==> config.mk <==
export PLATFORM = sky130hd
export DESIGN_NAME = stream_mux_rr
export DESIGN_NICKNAME = d
export VERILOG_FILES = /design/src/rtl/stream_mux_pkg.sv /design/src/rtl/rr_arbiter.sv /design/src/rtl/stream_mux_rr.sv
export SDC_FILE = /design/constraint.sdc
export NUM_CORES = 1
export LEC_CHECK = 0
export CORE_ASPECT_RATIO = 1.4
export CORE_UTILIZATION = 38
export CTS_BUF_LIST = sky130_fd_sc_hd__clkbuf_4 sky130_fd_sc_hd__clkbuf_8
export CTS_CLUSTER_DIAMETER = 60
export DETAILED_ROUTE_END_ITERATION = 8
export PLACE_DENSITY_LB_ADDON = 0.08
export SYNTH_ARGS = -nofsm -noshare
export SYNTH_HDL_FRONTEND = slang
export SYNTH_SLANG_ARGS = --single-unit
==> constraint.sdc <==
create_clock -name clk -period 2.5 [get_ports clk]
set_input_delay 0.375 -clock clk [delete_from_list [all_inputs] [get_ports clk]]
set_output_delay 0.375 -clock clk [all_outputs]
set_load 0.05 [all_outputs]
==> src/rtl/stream_mux_pkg.sv <==
// stream_mux_pkg: shared mode and FSM state encodings for stream_mux_rr
// Contents: MODE_SEL/MODE_RR values for the mode input, state_t for the packet-lock FSM
package stream_mux_pkg;
   localparam logic MODE_SEL = 1'b0;
   localparam logic MODE_RR = 1'b1;
   typedef enum logic {
      ST_IDLE = 1'b0,
      ST_LOCKED = 1'b1
   } state_t;
endpackage

==> src/rtl/rr_arbiter.sv <==
// rr_arbiter: combinational rotate-priority search starting just above ptr
// Ports: req (per-channel requests), ptr (last served index),
//        gnt_valid (some request found), gnt_idx (winning index)
module rr_arbiter #(
   parameter int N = 4,
   localparam int SELW = (N > 1) ? $clog2(N) : 1
) (
   input  logic [N-1:0]    req,
   input  logic [SELW-1:0] ptr,
   output logic            gnt_valid,
   output logic [SELW-1:0] gnt_idx
);
   logic [SELW-1:0] k;
   // Walk from the lowest priority (ptr itself) up to ptr+1 so the last hit wins.
   always_comb begin
      gnt_valid = 1'b0;
      gnt_idx = '0;
      k = '0;
      for (int i = N; i >= 1; i--) begin
         k = SELW'((int'(ptr) + i) % N);
         if (req[k]) begin
            gnt_valid = 1'b1;
            gnt_idx = k;
         end
      end
   end
endmodule

==> src/rtl/stream_mux_rr.sv <==
// stream_mux_rr: N-input W-bit registered stream mux with select or round-robin arbitration
// Ports: clk, rst (async active-high), mode (0 select / 1 round-robin), sel,
//        in_valid/in_data/in_last/in_ready (N producer streams),
//        out_valid/out_data/out_last/out_src/out_ready (single consumer stream)
// Build option: define STREAM_MUX_PKT_LOCK_EN to hold the grant for a whole packet;
//               otherwise every beat is arbitrated independently.
module stream_mux_rr
   import stream_mux_pkg::*;
#(
   parameter int N = 4,
   parameter int W = 8,
   localparam int SELW = (N > 1) ? $clog2(N) : 1
) (
   input  logic            clk,
   input  logic            rst,
   input  logic            mode,
   input  logic [SELW-1:0] sel,
   input  logic [N-1:0]    in_valid,
   input  logic [N*W-1:0]  in_data,
   input  logic [N-1:0]    in_last,
   output logic [N-1:0]    in_ready,
   output logic            out_valid,
   output logic [W-1:0]    out_data,
   output logic            out_last,
   output logic [SELW-1:0] out_src,
   input  logic            out_ready
);
   logic [SELW-1:0] ptr, g, idle_g, arb_idx;
   logic [N-1:0] bit_g;
   logic arb_valid, sel_ok, idle_gv, gv, can_load, acc, g_last, ptr_upd;

   rr_arbiter #(.N(N)) u_arb (
      .req(in_valid),
      .ptr(ptr),
      .gnt_valid(arb_valid),
      .gnt_idx(arb_idx)
   );

   // Shift-based bit picks stay in range even when sel exceeds N-1.
   assign sel_ok = (int'(sel) < N) && |(in_valid & (N'(1) << sel));
   assign idle_gv = (mode == MODE_RR) ? arb_valid : sel_ok;
   assign idle_g = (mode == MODE_RR) ? arb_idx : sel;

`ifdef STREAM_MUX_PKT_LOCK_EN
   state_t state, state_d;
   logic [SELW-1:0] lock_g, lock_d;

   always_ff @(posedge clk or posedge rst) begin
      if (rst) begin
         state <= ST_IDLE;
         lock_g <= '0;
      end else begin
         state <= state_d;
         lock_g <= lock_d;
      end
   end

   always_comb begin
      state_d = state;
      lock_d = lock_g;
      if (acc) begin
         state_d = g_last ? ST_IDLE : ST_LOCKED;
         lock_d = g;
      end
   end

   // While locked the owner keeps its grant even if it idles between beats.
   assign gv = (state == ST_LOCKED) || idle_gv;
   assign g = (state == ST_LOCKED) ? lock_g : idle_g;
   assign ptr_upd = acc && g_last;
`else
   assign gv = idle_gv;
   assign g = idle_g;
   assign ptr_upd = acc;
`endif

   assign bit_g = N'(1) << g;
   assign can_load = !out_valid || out_ready;
   assign acc = gv && can_load && |(in_valid & bit_g);
   assign g_last = |(in_last & bit_g);
   // Gated by rst so nothing is offered upstream while reset is held.
   assign in_ready = (gv && can_load && !rst) ? bit_g : '0;

   always_ff @(posedge clk or posedge rst) begin
      if (rst) begin
         out_valid <= 1'b0;
         out_data <= '0;
         out_last <= 1'b0;
         out_src <= '0;
         ptr <= SELW'(N - 1);
      end else begin
         if (acc) begin
            out_valid <= 1'b1;
            out_data <= in_data[int'(g)*W +: W];
            out_last <= g_last;
            out_src <= g;
         end else if (out_ready) begin
            out_valid <= 1'b0;
         end
         if (ptr_upd) ptr <= g;
      end
   end
endmodule

After elaboration in Yosys (flattened, before gate mapping)
Cells that the tools add are included.
W data, S select, Z words.
Storage, ports and cells
  bits in registers: 14
  input bits: 46
Cells by class
  muxes and demuxes: 21
  shifts and indexed selects: 3
  order comparisons: 4
  add/sub/neg operators: 4
  bitwise gates (word level): 3
  reduce and logical (&&, ||, !) cells: 10
Operator list (count)
  $shiftx A32 B6 Y8: 1
  $and A4 B4 Y4: 3
  $lt A2 B3 Y1 const B: 4
  $reduce_or A4 Y1: 3
  $mux W1: 11
  $mux W2: 5
  $bmux W1 S2: 4
  $shl A1 B2 Y4 const A: 2
  $add A2 B1 Y2 const B: 2
  $add A2 B2 Y2 const B: 2
  $mux W4: 1
  $logic_and A1 B1 Y1: 3
  $logic_not A1 Y1: 2
  $reduce_bool A2 Y1: 1
  $logic_or A1 B1 Y1: 1

Longest topological paths before layout
  depth after elaboration: 13
  gate-level depth with buffers: 6
  mapped depth without buffers: 5

Modules after synthesis
A second synthesis with hierarchy kept.
Second synthesis, totals
  cell total of the unflattened synthesis: 93
  area, all modules: 1112.3 µm²
Modules (own cells, without submodules)
  stream_mux_rr: cells each 79, instances 1, seq. area each 352.8 µm², area each 1021.0 µm²
  rr_arbiter: cells each 14, instances 1, seq. area each 0.0 µm², area each 91.3 µm²

Worst setup path after synthesis
No wires, ideal clock.
  kind: register -> output
  start point: register out_valid
  end point: output in_ready[0]
  data arrival time: 2.101 ns
  slack: 0.024 ns
  buffers on the path: 0
  stages on the path, launching flop included: 6
  cells stage by stage: dfrtp_1 nor2b_1 a21oi_1 o21ai_4 or3_1 nor2_1
On the way
  word-level cells in the longest chain between the ends: 5
Ends and longest elaborated chain
  start: declaration: RTL line stream_mux_rr.sv:22  | output logic out_valid,
  start signal: assignment: RTL line stream_mux_rr.sv:86  | out_valid <= 1'b0;
  start signal: assignment: RTL line stream_mux_rr.sv:93  | out_valid <= 1'b1;
  start signal: assignment: RTL line stream_mux_rr.sv:98  | out_valid <= 1'b0;
  $logic_not A1 Y1: RTL line stream_mux_rr.sv:78  | assign can_load = !out_valid || out_ready;
  $logic_or A1 B1 Y1: RTL line stream_mux_rr.sv:78
  $logic_and A1 B1 Y1 (2 in a row): RTL line stream_mux_rr.sv:82  | assign in_ready = (gv && can_load && !rst) ? bit_g : '0;
  $mux W4: RTL line stream_mux_rr.sv:82
  end: declaration: RTL line stream_mux_rr.sv:21  | output logic [N-1:0] in_ready,
Every way passes these cells.

Final worst setup path
  start point: input sel[0]
  end point: output in_ready[2]
On the way
  word-level cells in the longest chain between the ends: 7
  elaborated cells between the ends (all ways): 9
  classes of those cells: shift (2); mux (3); bitwise (1); reduce/logical (3)
Ends and longest elaborated chain
  start: declaration: RTL line stream_mux_rr.sv:17  | input logic [SELW-1:0] sel,
  $shl A1 B2 Y4: RTL line stream_mux_rr.sv:40  | assign sel_ok = (int'(sel) < N) && |(in_valid & (N'(1) << sel));
  $and A4 B4 Y4: RTL line stream_mux_rr.sv:40
  $reduce_or A4 Y1: RTL line stream_mux_rr.sv:40
  $mux W1: RTL line stream_mux_rr.sv:41  | assign idle_gv = (mode == MODE_RR) ? arb_valid : sel_ok;
  $logic_and A1 B1 Y1 (2 in a row): RTL line stream_mux_rr.sv:82
  $mux W4 (*): RTL line stream_mux_rr.sv:82
Every way passes the cells marked *; elsewhere a longest branch is shown, timed or not.

==> reports/qor.csv <==
stage,metric,value,unit
die,Core Box Area,0.00244,mm^2
die,die area,0.00287,mm^2
timing,setup violators final,0,
global_routing,global-route wire length before repair,4490,um
drt,vias per inst,5.11,
timing,Final min period,2.39,ns
power_and_ir_drop,worst vdd ir,0.000440,V
clock_network,worst-skew pair later-pin latency,0.28,ns
drt,DRT Pass-1 Iters,4,
logic_synthesis,"FF+latch count, synth",14,
clock_network,CTS tree,built,
final_layout,area grow syn2layout,76.5,%
clock_network,Clock Pin Slew Worst Setup and Hold Paths,0.09,ns
power_and_ir_drop,Seq pwr share,0.285,
global_routing,total grt overflow,0,
drt,via count,1032,
power_and_ir_drop,Net Sw Frac,0.437,
logic_synthesis,Post-synth ARST share,1.00,
critical_path,crit path capture type,output pin,
power_and_ir_drop,Gate power share,0.592,
critical_path,WP data arrival,2.01,ns
global_routing,largest net degree at the start of global routing,15,
die,Starting Density,0.413,
die,Die W,45.6,um
place,dpl cells,198,
timing,clk_skew,0.00272,ns
timing,Final Hold Viols,0,
critical_path,largest stage delay on the critical path,0.56,ns
logic_synthesis,Synthesized Nets,142,
timing,max_slew headroom,0.653,
clock_network,Max clock buf depth,2,
final_layout,Final #Nets,215,
power_and_ir_drop,PwrDens,678,mW/mm^2
global_routing,total global routing track utilization,0.207,
power_and_ir_drop,Internal Power,681,uW
die,IO Count,62,
critical_path,Crit Path Category,input port to output pin,
timing,Max Fclk,419,MHz
critical_path,Reg2Reg Capture Point,out_data[1],
logic_synthesis,"Avg Cell Area, Syn",10.5,um^2
logic_synthesis,Post-Syn Instances,96,
die,Std-Cell Rows,21,
drt,"antenna viol nets, final",0,
timing,final hold slack,0.450,ns
drt,number of remaining DRC errors,0,
drt,routed length per instance,13.5,um
place,IO buf count,61,
timing,max-slew violations,0,
power_and_ir_drop,sw power,527,uW
final_layout,final cell count without fillers,202,
global_routing,vias in the first global route,1066,
job,MaxCap Viol Count,0,
timing,Worst-Margin Slew,0.519,ns
clock_network,htree depth,1,
logic_synthesis,most numerous cell in the Yosys netlist,mux2i_1,
die,Die Y,63.0,um
hold_path,Worst Hold Class,input port to async pin,
run_status,status,"complete, no violations",
clock_network,total CTS buffers,3,
global_routing,initial antenna violation count,0,
logic_synthesis,Synth top area share,0.297,
critical_path,CP Data Required Time,2.12,ns
logic_synthesis,top_reg_cell synth,dfrtp_1,
critical_path,"Max stage delay cell, worst path",mux4_2,
critical_path,Worst setup SP type,input port,
power_and_ir_drop,clock share of power,0.123,
critical_path,cell count of the worst reg-to-reg path,6,
power_and_ir_drop,Leak Pwr,0.000798,uW
clock_network,Root Buffer,clkbuf_4,
place,DP HPWL,2220,um
critical_path,CP Cell Sequence,clkdlybuf4s50_1 > mux4_2 > o21ai_4 > nand3b_1 > nor2_1 > buf_6,
critical_path,crit path launch,sel[0],
critical_path,FF-to-FF Start,ptr[1],
clock_network,Num Clock Sinks,14,
logic_synthesis,Ys Warns,0,
place,GPL Wtd Cong,0.822,
final_layout,layout cells sized above 1,0.214,
logic_synthesis,dominant cells by area after synthesis,"dfrtp_1 30%, mux2i_1 18%, o221ai_1 7.8%",
timing,RSZ-0062 raised after global routing,no,
timing,Final Cycle Share,0.954,
drt,Detailed Route WL,2740,um
logic_synthesis,post-synth top area cell,dfrtp_1,
drt,initial drt markers,12,
logic_synthesis,"top cells by count, synth","18 x mux2i_1, 12 x dfrtp_1, 11 x nand2_1, 9 x o221ai_1, 5 x nor2_1",
logic_synthesis,synthesized area,0.00101,mm^2
critical_path,CP max FO,4,
final_layout,ant diodes,0,
logic_synthesis,sequential element share of the synthesized area,0.349,
logic_synthesis,Post-synth EDFFs,0,
critical_path,crit path to,in_ready[2],
logic_synthesis,number of distinct library cells after synthesis,33,
critical_path,reg2reg setup slack,0.56,ns
sequential cells by signal, summed over array words and instances, names as in the netlist:
register / count
out_data: 8
out_src: 2
ptr: 2
out_last: 1
out_valid: 1
per-stage QoR:
| step | setup TNS, ns | total power (uW) | instance area, um^2 | util | setup slack [ns] |
|---|---|---|---|---|---|
| after floorplan | 0 | 789 | 1010 | - | 0.0237 |
| after global placement | 0 | 1050 | 1730 | 0.707 | 0.0297 |
| after detailed placement | -0.000186 | 1060 | 1730 | 0.707 | -0.000186 |
| after CTS | 0 | 1210 | 1760 | 0.720 | 0.00966 |
| after global routing | 0 | 1270 | 1780 | 0.729 | 0.0681 |
| final | 0 | 1210 | 1780 | 0.729 | 0.115 |
repair_timing:
action,in CTS,in global routing
hold buffers,0,0
resized for setup,1,8
setup endpoints to repair,1,4
pin swaps,2,2
setup buffers,0,0
final cells by class:
type | count | area [um^2]
inverters | 5 | 18.8
well taps | 34 | 42.5
flip-flops and latches | 14 | 353
multi-input cells | 72 | 604
clock buffers | 4 | 30.0
fillers | 194 | 662
repair buffers | 73 | 733
power by group through the flow:
stage	Combinational [uW]	Sequential [uW]	Clock [uW]
finish	715	345	148
global route	754	352	162
CTS	717	344	153
detailed placement	712	348	0
global placement	703	346	0
floorplan	247	543	0
worst min path at each step:
stage,from,end,cells after the start
after floorplan,rst,out_data[0],1
after global placement,out_src[0],out_src[0],1
after detailed placement,out_src[0],out_src[0],1
after CTS,rst,out_valid,3
after global routing,rst,out_valid,3
final,rst,out_valid,3
worst max-delay path, delay by kind of cell:
family	cells	cell delay [ns]
AND/OR/NAND/NOR	2	0.24
AO/OA/AOI/OAI	1	0.17
buffers and inverters	2	0.66
multiplexers	1	0.56
cells by family after synthesis:
kind of cell	after synthesis	share of synthesized area
AOI/OAI and AO/OA	22	0.216
muxes	21	0.223
and+or+nand+nor	29	0.152
buffers and inverters	10	0.0595
DFF	14	0.349
cell usage in the layout (no fill, tap or decap), types with 3 or more instances in the layout:
master / netlist / routed
nand2b_1: 4 / 4
clkbuf_4: 0 / 4
inv_1: 4 / 4
o221ai_1: 9 / 9
nand2_1: 11 / 11
clkdlybuf4s50_1: 0 / 53
dlymetal6s2s_1: 0 / 4
nor2_2: 0 / 3
dfrtp_1: 12 / 12
buf_4: 0 / 12
mux2i_1: 18 / 18
per-layer routing:
layer  up-vias  GRT usage  share of wire
li1        505          -              -
met1       489      0.233           0.39
met2        36      0.370           0.55
met3         2     0.0318          0.052
met4         0     0.0720         0.0073
met5         -          0              0
(Power assumes the default switching activity.)
